`config.mk`:
```
export PLATFORM = sky130hd
export DESIGN_NAME = mmu_sequencer
export DESIGN_NICKNAME = d
export VERILOG_FILES = /design/src/rtl/mmu_seq_pkg.sv /design/src/rtl/mmu_seq_loader.sv /design/src/rtl/mmu_sequencer.sv
export SDC_FILE = /design/constraint.sdc
export NUM_CORES = 1
export LEC_CHECK = 0
export ABC_AREA = 1
export BUFFER_PORTS_ARGS = -buffer_cell sky130_fd_sc_hd__buf_4
export CAP_MARGIN = 20
export CORE_MARGIN = 2
export CORE_UTILIZATION = 43
export CTS_CLUSTER_DIAMETER = 30
export CTS_CLUSTER_SIZE = 24
export DETAILED_ROUTE_END_ITERATION = 7
export PLACE_DENSITY = 0.78
export SYNTH_ARGS = -nofsm -noshare
export SYNTH_HDL_FRONTEND = slang
export SYNTH_SLANG_ARGS = --single-unit
```
`constraint.sdc`:
```
create_clock -name clk -period 1.5 [get_ports clk]
set_input_delay 0.3 -clock clk [delete_from_list [all_inputs] [get_ports clk]]
set_output_delay 0.3 -clock clk [all_outputs]
set_load 0.02 [all_outputs]
```
`src/rtl/mmu_seq_pkg.sv`:
```
// mmu_seq_pkg
// Shared definitions for the 2x2 systolic-array matrix-multiply sequencer:
// the controller state encoding, the operand byte count, the last feeder
// compute cycle and the address bit that selects the input bank.
package mmu_seq_pkg;

    // Controller states. LOAD collects operands, FULL waits for start,
    // RUN walks the feeder schedule and DRAIN releases the last result.
    typedef enum logic [1:0] {
        LOAD  = 2'd0,
        FULL  = 2'd1,
        RUN   = 2'd2,
        DRAIN = 2'd3
    } mmu_state_e;

    // Four weight bytes followed by four input bytes.
    localparam int NUM_OPERAND_BYTES = 8;

    // Index of the last operand byte. The byte counter wraps from this
    // value back to zero.
    localparam logic [2:0] LAST_BYTE_IDX = 3'(NUM_OPERAND_BYTES - 1);

    // The feeder schedule runs compute_cycles 0..5.
    localparam logic [2:0] LAST_COMPUTE_CYCLE = 3'd5;

    // mem_addr bit that separates weights (0) from inputs (1).
    localparam int ADDR_INPUT_BIT = 2;

endpackage

```
`src/rtl/mmu_seq_loader.sv`:
```
// mmu_seq_loader
// Operand loader for the matrix-multiply sequencer. It owns the byte
// counter, accepts host bytes while the controller is in LOAD and turns
// each accepted byte into a zero-latency operand memory write.
// Ports:
//   clk, rst     - clock and synchronous active-high reset
//   loadEn       - controller is in LOAD
//   load_valid   - host byte present on load_data
//   load_data    - operand byte
//   load_ready   - a byte is accepted this cycle if load_valid is high
//   mem_we       - operand memory write strobe
//   mem_addr     - {bank, element}; bank 0 = weights, 1 = inputs
//   mem_wdata    - operand memory write data
//   last_byte    - the eighth operand byte is being accepted this cycle
module mmu_seq_loader
    import mmu_seq_pkg::*;
(
    input  logic       clk,
    input  logic       rst,
    input  logic       loadEn,
    input  logic       load_valid,
    input  logic [7:0] load_data,
    output logic       load_ready,
    output logic       mem_we,
    output logic [2:0] mem_addr,
    output logic [7:0] mem_wdata,
    output logic       last_byte
);

    logic [2:0] byteCnt_q;
    logic [2:0] byteCnt_d;
    logic       accept;

    // A byte is taken only while the controller is loading. The 3-bit
    // counter wraps naturally after the eighth byte, so the next job
    // starts again at weight element 0.
    always_comb begin
        accept    = loadEn & load_valid;
        byteCnt_d = byteCnt_q;
        if (accept) begin
            byteCnt_d = byteCnt_q + 3'd1;
        end
    end

    // Byte counter register; reset discards any partially loaded job.
    always_ff @(posedge clk) begin
        if (rst) begin
            byteCnt_q <= 3'd0;
        end else begin
            byteCnt_q <= byteCnt_d;
        end
    end

    // The byte count doubles as the memory address: the upper bit picks
    // the weight or input bank and the low bits pick the element.
    assign load_ready = loadEn;
    assign mem_we     = accept;
    assign mem_addr   = {byteCnt_q[ADDR_INPUT_BIT], byteCnt_q[1:0]};
    assign mem_wdata  = load_data;
    assign last_byte  = accept && (byteCnt_q == LAST_BYTE_IDX);

endmodule

```
`src/rtl/mmu_sequencer.sv`:
```
// mmu_sequencer
// Sequences one 2x2 systolic-array matrix multiply: loads 4 weight and 4
// input bytes into operand memory, drives the feeder through its 6-cycle
// compute schedule, tags the four returning results and pulses mmu_done.
// Optional feature macro: MMU_SEQ_AUTOSTART_EN - when defined the job
// starts as soon as the eighth byte is accepted and start is ignored.
// Ports:
//   clk, rst        - clock and synchronous active-high reset
//   load_valid/data - host operand byte stream; load_ready while loading
//   start           - compute request, honoured only in FULL
//   mem_we/addr/wdata - operand memory write port
//   feeder_en       - feeder enable (registered)
//   compute_cycles  - feeder schedule step 0..5 (registered)
//   feeder_done     - feeder has a result this cycle
//   out_valid       - feeder host_outdata holds a result this cycle
//   out_index       - element index 0..3 of the current result
//   busy            - job in RUN or DRAIN
//   mmu_done        - one-cycle completion pulse with the last result
module mmu_sequencer
    import mmu_seq_pkg::*;
(
    input  logic       clk,
    input  logic       rst,
    input  logic       load_valid,
    input  logic [7:0] load_data,
    output logic       load_ready,
    input  logic       start,
    output logic       mem_we,
    output logic [2:0] mem_addr,
    output logic [7:0] mem_wdata,
    output logic       feeder_en,
    output logic [2:0] compute_cycles,
    input  logic       feeder_done,
    output logic       out_valid,
    output logic [1:0] out_index,
    output logic       busy,
    output logic       mmu_done
);

    mmu_state_e state_q;
    mmu_state_e state_d;
    logic       feederEn_q;
    logic       feederEn_d;
    logic [2:0] computeCycles_q;
    logic [2:0] computeCycles_d;
    logic       outValid_q;
    logic       outValid_d;
    logic [1:0] outIndex_q;
    logic [1:0] outIndex_d;
    logic       lastByte;

`ifdef MMU_SEQ_AUTOSTART_EN
    // start has no effect in this build.
    logic unusedStart;
    assign unusedStart = start;
`endif

    mmu_seq_loader u_loader (
        .clk        (clk),
        .rst        (rst),
        .loadEn     (state_q == LOAD),
        .load_valid (load_valid),
        .load_data  (load_data),
        .load_ready (load_ready),
        .mem_we     (mem_we),
        .mem_addr   (mem_addr),
        .mem_wdata  (mem_wdata),
        .last_byte  (lastByte)
    );

    // Next-state logic. feeder_en and compute_cycles are computed for the
    // cycle being entered, so they line up with the state register and
    // drop back to zero the moment the schedule ends.
    always_comb begin
        state_d         = state_q;
        feederEn_d      = 1'b0;
        computeCycles_d = 3'd0;
        case (state_q)
            LOAD: begin
                if (lastByte) begin
`ifdef MMU_SEQ_AUTOSTART_EN
                    state_d    = RUN;
                    feederEn_d = 1'b1;
`else
                    state_d    = FULL;
`endif
                end
            end
            FULL: begin
`ifndef MMU_SEQ_AUTOSTART_EN
                if (start) begin
                    state_d    = RUN;
                    feederEn_d = 1'b1;
                end
`endif
            end
            RUN: begin
                if (computeCycles_q == LAST_COMPUTE_CYCLE) begin
                    state_d = DRAIN;
                end else begin
                    feederEn_d      = 1'b1;
                    computeCycles_d = computeCycles_q + 3'd1;
                end
            end
            DRAIN: begin
                state_d = LOAD;
            end
            default: begin
                state_d = LOAD;
            end
        endcase
    end

    // Result tagging. The feeder registers host_outdata, so its done flag
    // is delayed by one cycle here to mark when the data is really there.
    // The index counts results and is cleared on the way back to LOAD.
    always_comb begin
        outValid_d = feeder_done && (state_q == RUN);
        outIndex_d = outIndex_q;
        if (state_d == LOAD) begin
            outIndex_d = 2'd0;
        end else if (outValid_q) begin
            outIndex_d = outIndex_q + 2'd1;
        end
    end

    // State and output registers. A reset mid-job drops feeder_en, which
    // makes the feeder clear its partial result.
    always_ff @(posedge clk) begin
        if (rst) begin
            state_q         <= LOAD;
            feederEn_q      <= 1'b0;
            computeCycles_q <= 3'd0;
            outValid_q      <= 1'b0;
            outIndex_q      <= 2'd0;
        end else begin
            state_q         <= state_d;
            feederEn_q      <= feederEn_d;
            computeCycles_q <= computeCycles_d;
            outValid_q      <= outValid_d;
            outIndex_q      <= outIndex_d;
        end
    end

    assign feeder_en      = feederEn_q;
    assign compute_cycles = computeCycles_q;
    assign out_valid      = outValid_q;
    assign out_index      = outIndex_q;
    assign busy           = (state_q == RUN) || (state_q == DRAIN);
    assign mmu_done       = (state_q == DRAIN);

endmodule

```
; Yosys cells after proc, flatten, opt, wreduce, memory -nomap -nowiden
; Index checks and enable logic that the tools add are counted.
[classes]
bitwise = 2
addsub = 3
eq_ne = 5
reduce_logical = 7
mux = 7
[op_table]
columns = cell, n
row1 = one-hot mux 2 bit (4 select lines), 1
row2 = "adder 3 x 1 -> 3 bit, second input constant", 2
row3 = "equality test 3 bit, second input constant", 2
row4 = two-way mux 2 bit, 3
row5 = "equality test 2 bit, second input constant", 2
row6 = zero test 2 bit, 2
row7 = OR reduction 3 bit, 1
row8 = "adder 2 x 1 -> 2 bit, second input constant", 1
row9 = "equality test 2 x 1 -> 1 bit, second input constant", 1
row10 = logical AND 1 bit, 2
row11 = two-way mux 1 bit, 2
row12 = one-hot mux 1 bit (2 select lines), 1
row13 = OR reduction 2 bit, 1
row14 = AND 1 bit, 1
row15 = logical OR 1 bit, 1
row16 = inverter 1 bit, 1
[word_totals]
in_bits = 13
out_inout_bits = 22
ff_bits = 12
wordCells = 30

; Longest topological paths before layout
; Gate-level depths: netlist of run 1.
[depth]
ltp_word = 7
ltp_mapped = 9
depth_no_buf = 9

; Hierarchy
; A second synthesis of run 1 with hierarchy kept.
[hier_totals]
cells_unflattened = 87
area_unflattened_um2 = 673.1
[by_module_without_submodules]
columns = mod, area_each_um2, cells_per_inst, n_inst
row1 = mmu_sequencer, 444.2, 54, 1
row2 = mmu_seq_loader, 229.0, 33, 1

; Least setup slack after synthesis of run 1
; Ideal clock, no wire load.
[synth_timing]
path_kind = reg2reg
startpoint = register state_q[0]
endpoint = register outIndex_q[0], in the netlist out_index[0]
period_less_slack_ps = 1487
path_slack_ps = 13
t_arrival_ps = 1371
path_buffers = 0
path_stages_with_launch = 10
t_required_ps = 1384
setup_ps = 116
path_cell_list = dfxtp_1 inv_1 ha_1 nand2_2 inv_2 nand3_2 nand2_2 nor2_4 nor2_2 nor2_1
[synth_between]
elab_chain_len = 7
word_cells_on_any_way = 12
cone_classes = 3 x eq/ne / 4 x mux / 1 x bitwise / 4 x reduce/logical
[synth_rtl]
columns = item, line_no
row1 = from (decl), mmu_sequencer.sv:40  ; mmu_state_e state_q;
row2 = from (signal assigned), mmu_sequencer.sv:137  ; state_q <= state_d;
row3 = zero test 2 bit, mmu_sequencer.sv:61  ; .loadEn (state_q == LOAD),
row4 = net load_ready, mmu_sequencer.sv:26  ; output logic load_ready,
row5 = AND 1 bit, mmu_seq_loader.sv:38  ; accept = loadEn & load_valid;
row6 = net mem_we, mmu_sequencer.sv:28  ; output logic mem_we,
row7 = logical AND 1 bit, mmu_seq_loader.sv:60  ; assign last_byte = accept && (byteCnt_q == LAST_BYTE_IDX);
row8 = two-way mux 2 bit, mmu_sequencer.sv:80  ; if (lastByte) begin
row9 = one-hot mux 2 bit (4 select lines), mmu_sequencer.sv:78  ; case (state_q)
row10 = zero test 2 bit, mmu_sequencer.sv:120  ; if (state_d == LOAD) begin
row11 = OR reduction 2 bit (no source line), -
row12 = to (signal assigned), mmu_sequencer.sv:141  ; outIndex_q <= outIndex_d;
row13 = to (decl), mmu_sequencer.sv:48  ; logic [1:0] outIndex_q;
; The timed path passes the listed nets, and every way through them passes these cells.
; A chain may end at the register's enable or synchronous reset.

; Final worst setup path of run 1
[layout_timing]
startpoint = register state_q[0]
endpoint = output port busy
[layout_between]
elab_chain_len = 2
word_cells_on_any_way = 3
cone_classes = 2 x eq/ne / 1 x reduce/logical
[layout_rtl]
columns = item, line_no
row1 = equality test 2 bit, mmu_sequencer.sv:149  ; assign busy = (state_q == RUN) || (state_q == DRAIN);
row2 = logical OR 1 bit (*), mmu_sequencer.sv:149
row3 = to (decl), mmu_sequencer.sv:36  ; output logic busy,
; Mark *: on every way between the ends. The rest lies on a longest branch, timed or not.

==> results of run 1 <==
cell usage in the layout (no fill, tap or decap):
master    count
dfxtp_2       1
nand2_1       8
inv_2         2
nor2_4        3
or2_4         1
xnor2_1       2
ha_4          3
ha_1          4
inv_1         4
dfxtp_1      10
buf_6         3
inv_4         2
nand2_2       3
inv_6         1
clkbuf_8      1
nor2_1       12
a21oi_2       3
ha_2          2
dfxtp_4       1
xor2_1        2
nand2_4       1
o21ai_0       2
buf_4        21
a21oi_1       1
nand3_1       4
nand3_2       1
clkbuf_4      3
sequential cells by signal (all words and copies together) (netlist names):
signal and flops:
state_q 2, u_loader.mem_addr 3, out_valid 1, feeder_en 1
compute_cycles 3, out_index 2
worst max-delay path: cells and delay by family (launching register included):
kind	cells	cell delay [ns]
buffers and inverters	2	0.25
and+or+nand+nor	1	0.22
DFF	1	0.34
adders and majority gates	1	0.14
per-stage QoR:
step,cell area [sq um],cells
global placement,796,109
global route,946,117
CTS,910,115
finish,946,117
floorplan,686,81
detailed placement,796,109
layer usage:
layer / global-route usage [%] / share of wire, % / vias to the layer above
met4: 6.06 / 0.44 / 0
met5: 0 / 0 / -
met2: 26.2 / 50 / 14
met1: 18.2 / 44 / 243
met3: 2.50 / 5.3 / 2
li1: - / - / 284
kinds of logic after synthesis:
| group | count (synthesis) |
|---|---|
| and+or+nand+nor | 33 |
| buffers and inverters | 17 |
| DFF | 12 |
| adders and majority gates | 9 |
| AOI/OAI and AO/OA | 6 |
| xor gates and xnor gates | 4 |
path summary, 6_finish.rpt:
| path | from | endpoint | slack, ns | cells after the start |
|---|---|---|---|---|
| setup / recovery | state_q[0] | busy | -0.02 | 4 |
| hold / removal | rst | out_valid | 0.23 | 2 |
| setup reg to reg | state_q[0] | out_index[0] | 0.10 | 9 |
| hold reg to reg | compute_cycles[0] | compute_cycles[0] | 0.52 | 1 |
area by class of cell:
type | count | share of cell area [%]
clock buffer | 4 | 3.84
sequential | 12 | 25.9
multi-input combinational | 52 | 43.3
tap | 16 | 2.12
inverter | 9 | 4.63
timing repair buffer | 24 | 20.2
what timing repair did:
| item | CTS | global route |
|---|---|---|
| resized for setup | 17 | 7 |
| setup endpoints to repair | 3 | 4 |
| gates cloned | 0 | 0 |
| pin swaps | 1 | 2 |
| setup buffers | 2 | 2 |
power groups by stage:
stage                     logic (mW)  clock network (mW)  registers [mW]
after floorplan                0.176                   0           0.377
after global placement         0.234                   0           0.359
after CTS                      0.284               0.260           0.357
after global routing           0.333               0.277           0.359
final                          0.304               0.252           0.356
after detailed placement       0.239                   0           0.360
==> out/metrics.yaml, run 1 <==
drt:
  wl_per_cell_um: 11.6
  vias_per_cell: 4.64
  route.detailed.drc: 0
  wirelength_um: 1360
  antenna_left: 0
  drt_first_pass_iters: 3
  num_vias: 543
  drt_iter0_markers: 2
global_routing:
  grt-ovfl-total: 0
  grt_usage_pct: 15.0
  grt_max_degree: 8
  grt_pass1_vias: 535
  grt_pass1_wl_um: 2170
  antenna_found_initial: 0
worst_setup_path:
  critPathRequiredTime_ns: 1.20
  critPathArrivalTime_ns: 1.22
  timing_worst_setup_path_type: "register to primary output"
  endpoint_kind: "primary output"
  crit_top_cell: "buf_6"
  crit_slowest_cell: "dfxtp_2"
  cp_cell_sequence: "buf_6 -> ha_4 -> or2_4 -> buf_6"
  start_kind: "register"
  critPathMaxStageDelay_ns: 0.34
  worstPathMaxFanout: 2
yosys:
  synth-simple-area-share_pct: 23.7
  syn_inst: 81
  ys_seq_elements: 12
  synth-adder-area-share_pct: 16.4
  synth.area.mux_share_pct: 0
  synth_xor_area_share_pct: 5.11
  synth_area_per_cell_sq_um: 8.46
  synthArstFlopShare_pct: 0
  synth-compound-area-share_pct: 6.02
  synth_commonest_cells: "dfxtp_1 (12), nor2_1 (12), ha_1 (9), nand2_1 (9), buf_4 (8)"
  syn_area_sq_um: 686
  yosysTopAreaCell: "dfxtp_1"
  synth_top_area_share_pct: 35.0
  netlist-cell-type-count: 18
  yosysSeqAreaShare_pct: 35.0
  yosys_warnings: 0
  synth_edf_count: 0
  synth_area_leaders: "dfxtp_1 (35%), ha_1 (16%), buf_4 (8.8%)"
  syn_nets: 103
  synth_top_family_by_area: "simple AND/OR/NAND/NOR gates"
  synthFlopType: "dfxtp_1"
power_and_ir_drop:
  clkPwrFrac_pct: 27.7
  power.leakage_nw: 0.421
  power_frac_comb_pct: 33.3
  finalPower_mw: 0.913
  peakVddDrop_v: 0.000485
  seq_power_share_pct: 39.0
  power_switching_mw: 0.288
  intPower_mw: 0.625
  swShare_pct: 31.6
  power.density_mw_per_mm2: 965
sta:
  slew_headroom_pct: 87.2
  finalClockSkew_ns: 0.00660
  max_freq_mhz: 658
  rsz0062_at_grt: "yes"
  post-route-min-period_ns: 1.52
  report.final.setup_viol: 1
  maxSlewViolCount: 0
  tightest_slew_ns: 0.191
  hold_violations: 0
  fin_ws_ns: -0.0204
  fin_crit_sh_pct: 101
  hold-worst-slack_ns: 0.231
  fin_setup_tns_ns: -0.0204
placement:
  pre_cts_ws_ns: 0.0682
  port_buffers: 18
  gp_congestion: 0.746
  dp_hpwl_um: 1020
cells_and_area:
  multi_input_area_sq_um: 409
  fin_util_pct: 62.8
  diodes: 0
  syn_to_final_growth_pct: 38.0
  seq_area_sq_um: 245
  drive_gt1_share_pct: 51.5
  filler_cell_count: 131
  final_net_count: 124
clock_tree:
  holdBufCountCts: 0
  cts_buffers: 3
  cts_root_buf: "clkbuf_4"
  ctsLongestPathBuffers: 2
  clk_pin_slew_ns: 0.08
  worstSkewPairLatency_ns: 0.27
  cts_tree: "yes"
  cts_max_level: 1
  clock_sinks: 12
run:
  drv_cap: 0
floorplan:
  die_y_um: 43.9
  die_x_um: 43.9
  dieArea_sq_mm: 0.00193
  start_util_pct: 45.5
  ios: 35
  core-area_sq_mm: 0.00151
  fp-row-count: 14
outcome:
  outcome: "finished, violations left"
  violations: "setup timing"
worst_hold_path:
  hp-class: "input port to register"
Note: power is estimated with default switching activity, not from simulation.
==> run 2, diff against run 1 <==
CORE_UTILIZATION = 46   (was 43)
PLACE_DENSITY = 0.83   (was 0.78)
clock period = 1.9 ns   (was 1.5 ns; I/O delays follow)
==> out/metrics.yaml, run 2 (same netlist as run 1, synthesis figures left out) <==
sta:
  fin_setup_tns_ns: 0
  report.final.setup_viol: 0
  hold-worst-slack_ns: 0.294
  max_freq_mhz: 550
  maxSlewViolCount: 0
  fin_crit_sh_pct: 95.7
  slew_headroom_pct: 86.5
  finalClockSkew_ns: 0.00234
  rsz0062_at_grt: "no"
  tightest_slew_ns: 0.202
  hold_violations: 0
  post-route-min-period_ns: 1.82
  fin_ws_ns: 0.0812
cells_and_area:
  fin_cells: 110
  fin_util_pct: 60.6
  syn_to_final_growth_pct: 19.3
  diodes: 0
  fin_area_sq_um: 818
  layout_commonest_cell: "buf_4"
  drive_gt1_share_pct: 40.0
  final_net_count: 118
  layout_common_cells: "buf_4 (18), nor2_1 (12), dfxtp_1 (12)"
drt:
  route.detailed.drc: 0
  vias_per_cell: 4.87
  drt_first_pass_iters: 2
  antenna_left: 0
  wirelength_um: 1160
  drt_iter0_markers: 4
  wl_per_cell_um: 10.6
  num_vias: 536
worst_setup_path:
  reg2reg_slack_ns: 0.45
  crit_slowest_cell: "dfxtp_1"
  cp_cell_sequence: "inv_2 -> ha_2 -> or2_2 -> buf_4"
  worstPathMaxFanout: 5
  critPathMaxStageDelay_ns: 0.40
  endpoint_kind: "primary output"
  timing_worst_setup_path_type: "register to primary output"
  critPathArrivalTime_ns: 1.44
  critPathRequiredTime_ns: 1.52
  start_kind: "register"
clock_tree:
  holdBufCountCts: 0
  clock_sinks: 12
  worstSkewPairLatency_ns: 0.27
  cts_max_level: 1
  cts_root_buf: "clkbuf_4"
  post-cts-setup-buffer-count: 0
  ctsLongestPathBuffers: 2
  cts_tree: "yes"
  clk_pin_slew_ns: 0.08
  cts_buffers: 3
floorplan:
  die_x_um: 42.6
  core-area_sq_mm: 0.00135
  dieArea_sq_mm: 0.00182
  ios: 35
  start_util_pct: 50.8
  fp-row-count: 13
  die_y_um: 42.6
global_routing:
  grt-ovfl-total: 0
  grt_max_degree: 8
  grt_pass1_vias: 528
  grt_usage_pct: 15.1
  grt_pass1_wl_um: 2040
  antenna_found_initial: 0
power_and_ir_drop:
  intPower_mw: 0.456
  clkPwrFrac_pct: 30.6
  finalPower_mw: 0.665
  power_switching_mw: 0.209
  peakVddDrop_v: 0.000527
  swShare_pct: 31.5
  power_frac_comb_pct: 27.1
  power.density_mw_per_mm2: 813
  power.leakage_nw: 0.382
  seq_power_share_pct: 42.3
placement:
  dp_cells: 106
  port_buffers: 18
  dp_hpwl_um: 959
  postPlaceCellArea_sq_um: 779
  gp_congestion: 0.746
  pre_cts_ws_ns: 0.279
worst_hold_path:
  hp-class: "input port to register"
run:
  drv_cap: 0
outcome:
  outcome: "complete, no violations"
run 2: changes by cell type in the layout (fill, tap and decap cells not counted), sizes merged:
cell	delta
buf	-6
run 2: timing repair:
action                                  in CTS  in global routing
gates resized for setup                      1                  1
endpoints found under the hold margin        0                  0
endpoints found under the setup margin       1                  1
cloned                                       0                  0
run 2: layout make-up:
| type | count | area (sq um) |
|---|---|---|
| Clock buffer | 4 | 36.3 |
| Fill cell | 131 | 532 |
| Inverter | 9 | 33.8 |
| Multi-Input combinational cell | 52 | 354 |
| Sequential cell | 12 | 240 |
| Tap cell | 15 | 18.8 |
| Timing Repair Buffer | 18 | 135 |
run 2: power groups by stage:
| stage | Sequential (mW) | Clock, mW | Combinational (mW) |
|---|---|---|---|
| 2_1_floorplan | 0.297 | 0 | 0.139 |
| 3_3_place_gp | 0.285 | 0 | 0.175 |
| 3_5_place_dp | 0.286 | 0 | 0.180 |
| 4_1_cts | 0.281 | 0.212 | 0.183 |
| 5_1_grt | 0.285 | 0.224 | 0.200 |
| 6_report | 0.281 | 0.204 | 0.180 |
run 2: final timing paths:
check	from	endpoint	cells after the start
worst min register to register	compute_cycles[0]	compute_cycles[0]	1
worst max register to register	state_q[1]	out_index[1]	8
worst min-delay path	rst	out_valid	2
worst max-delay path	state_q[0]	busy	4
run 2: metal layers:
layer	global-route usage (%)	part of all wire, %	vias to the layer above
met3	9.91	9.8	0
met5	0	0	-
met4	6.25	0	0
li1	-	-	273
met2	26.8	50	22
met1	13.3	40	241
run 2: worst max-delay path: cells and delay by family (launching register included):
| family | cells | cell delay (ns) |
|---|---|---|
| buf+inv | 2 | 0.25 |
| simple gates | 1 | 0.29 |
| fa+ha+maj | 1 | 0.22 |
| flops | 1 | 0.40 |
==> run 3, diff against run 2 <==
clock period = 2.19 ns   (was 1.9 ns; I/O delays follow)
==> out/metrics.yaml, run 3 (same netlist as run 1, synthesis figures left out) <==
clock_tree:
  worstSkewPairLatency_ns: 0.27
  cts_tree: "yes"
  clk_pin_slew_ns: 0.08
  clock_sinks: 12
  cts_resized: 0
  post-cts-setup-buffer-count: 0
  cts_root_buf: "clkbuf_4"
  holdBufCountCts: 0
  cts_max_level: 1
  ctsLongestPathBuffers: 2
  cts_buffers: 3
power_and_ir_drop:
  peakVddDrop_v: 0.000354
  clkPwrFrac_pct: 30.6
  power.leakage_nw: 0.383
  power.density_mw_per_mm2: 705
  power_switching_mw: 0.181
  intPower_mw: 0.394
  swShare_pct: 31.5
  power_frac_comb_pct: 27.0
  seq_power_share_pct: 42.3
sta:
  maxSlewViolCount: 0
  post-route-min-period_ns: 1.96
  finalClockSkew_ns: 0.00503
  fin_crit_sh_pct: 89.4
  hold-worst-slack_ns: 0.357
  fin_setup_tns_ns: 0
  rsz0062_at_grt: "no"
  hold_violations: 0
  max_freq_mhz: 511
  slew_headroom_pct: 86.2
  tightest_slew_ns: 0.207
  report.final.setup_viol: 0
  fin_ws_ns: 0.232
placement:
  gp_congestion: 0.734
  pre_cts_ws_ns: 0.521
  port_buffers: 18
  dp_hpwl_um: 999
worst_setup_path:
  timing_worst_setup_path_type: "register to primary output"
  start_kind: "register"
  endpoint_kind: "primary output"
  reg2reg_slack_ns: 0.73
  worstPathMaxFanout: 5
  critPathArrivalTime_ns: 1.52
  critPathRequiredTime_ns: 1.75
drt:
  antenna_left: 0
  drt_iter0_markers: 0
  wl_per_cell_um: 10.8
  wirelength_um: 1180
  num_vias: 533
  drt_first_pass_iters: 1
  route.detailed.drc: 0
  vias_per_cell: 4.85
floorplan:
  die_x_um: 42.6
  die_y_um: 42.6
  start_util_pct: 50.8
  ios: 35
  core-area_sq_mm: 0.00135
  dieArea_sq_mm: 0.00182
  fp-row-count: 13
worst_hold_path:
  hp-class: "input port to register"
cells_and_area:
  drive_gt1_share_pct: 37.9
  layout_commonest_cell: "buf_4"
  syn_to_final_growth_pct: 19.0
  diodes: 0
  final_net_count: 118
  layout_common_cells: "buf_4 (18), nor2_1 (12), dfxtp_1 (12)"
  filler_cell_count: 136
global_routing:
  grt_max_degree: 8
  grt_pass1_wl_um: 2150
  grt-ovfl-total: 0
  grt_usage_pct: 15.2
  antenna_found_initial: 0
  grt_pass1_vias: 524
outcome:
  outcome: "complete, no violations"
run:
  drv_cap: 0
==> run 3: per-layer routing <==
metal | routed length [um] | global-route usage [%] | up-vias
met5 | 0 | 0 | -
met4 | 0 | 5.00 | 0
met3 | 69 | 4.31 | 0
met2 | 613 | 27.7 | 15
met1 | 501 | 16.7 | 248
li1 | - | - | 270
==> run 3: final cells by class <==
cell class	count	area, sq um	share of cell area, %
multi-input combinational	52	352	43.1
clock buffer	4	36.3	4.45
sequential	12	240	29.4
timing repair buffer	18	135	16.6
tap	15	18.8	2.30
inverter	9	33.8	4.14
==> run 3: through the flow <==
| step | instance area [sq um] | util, % | cells | total power, mW |
|---|---|---|---|---|
| 2_1_floorplan | 686 | - | 81 | 0.378 |
| 3_3_place_gp | 779 | 57.7 | 106 | 0.401 |
| 3_5_place_dp | 779 | 57.7 | 106 | 0.405 |
| 5_1_grt | 816 | 60.4 | 110 | 0.612 |
| 6_report | 816 | 60.4 | 110 | 0.575 |
| 4_1_cts | 816 | 60.4 | 110 | 0.581 |
==> run 3: worst paths after layout <==
path | startpoint | end | depth (start not counted)
max | state_q[0] | busy | 4
min | rst | out_valid | 2
max reg2reg | state_q[0] | out_index[1] | 8
min reg2reg | compute_cycles[0] | compute_cycles[0] | 1
==> run 3: power by group through the flow <==
stage	Sequential (mW)	Combinational [mW]	Clock, mW
floorplan	0.258	0.120	0
detailed placement	0.248	0.157	0
global route	0.246	0.175	0.191
CTS	0.244	0.157	0.180
finish	0.244	0.155	0.176
global placement	0.248	0.153	0
==> run 3: worst max-delay path, stage by stage, from the launching register on <==
cell     delay [ns]
dfxtp_1        0.38
inv_1          0.13
ha_1           0.28
or2_2          0.31
buf_4          0.16
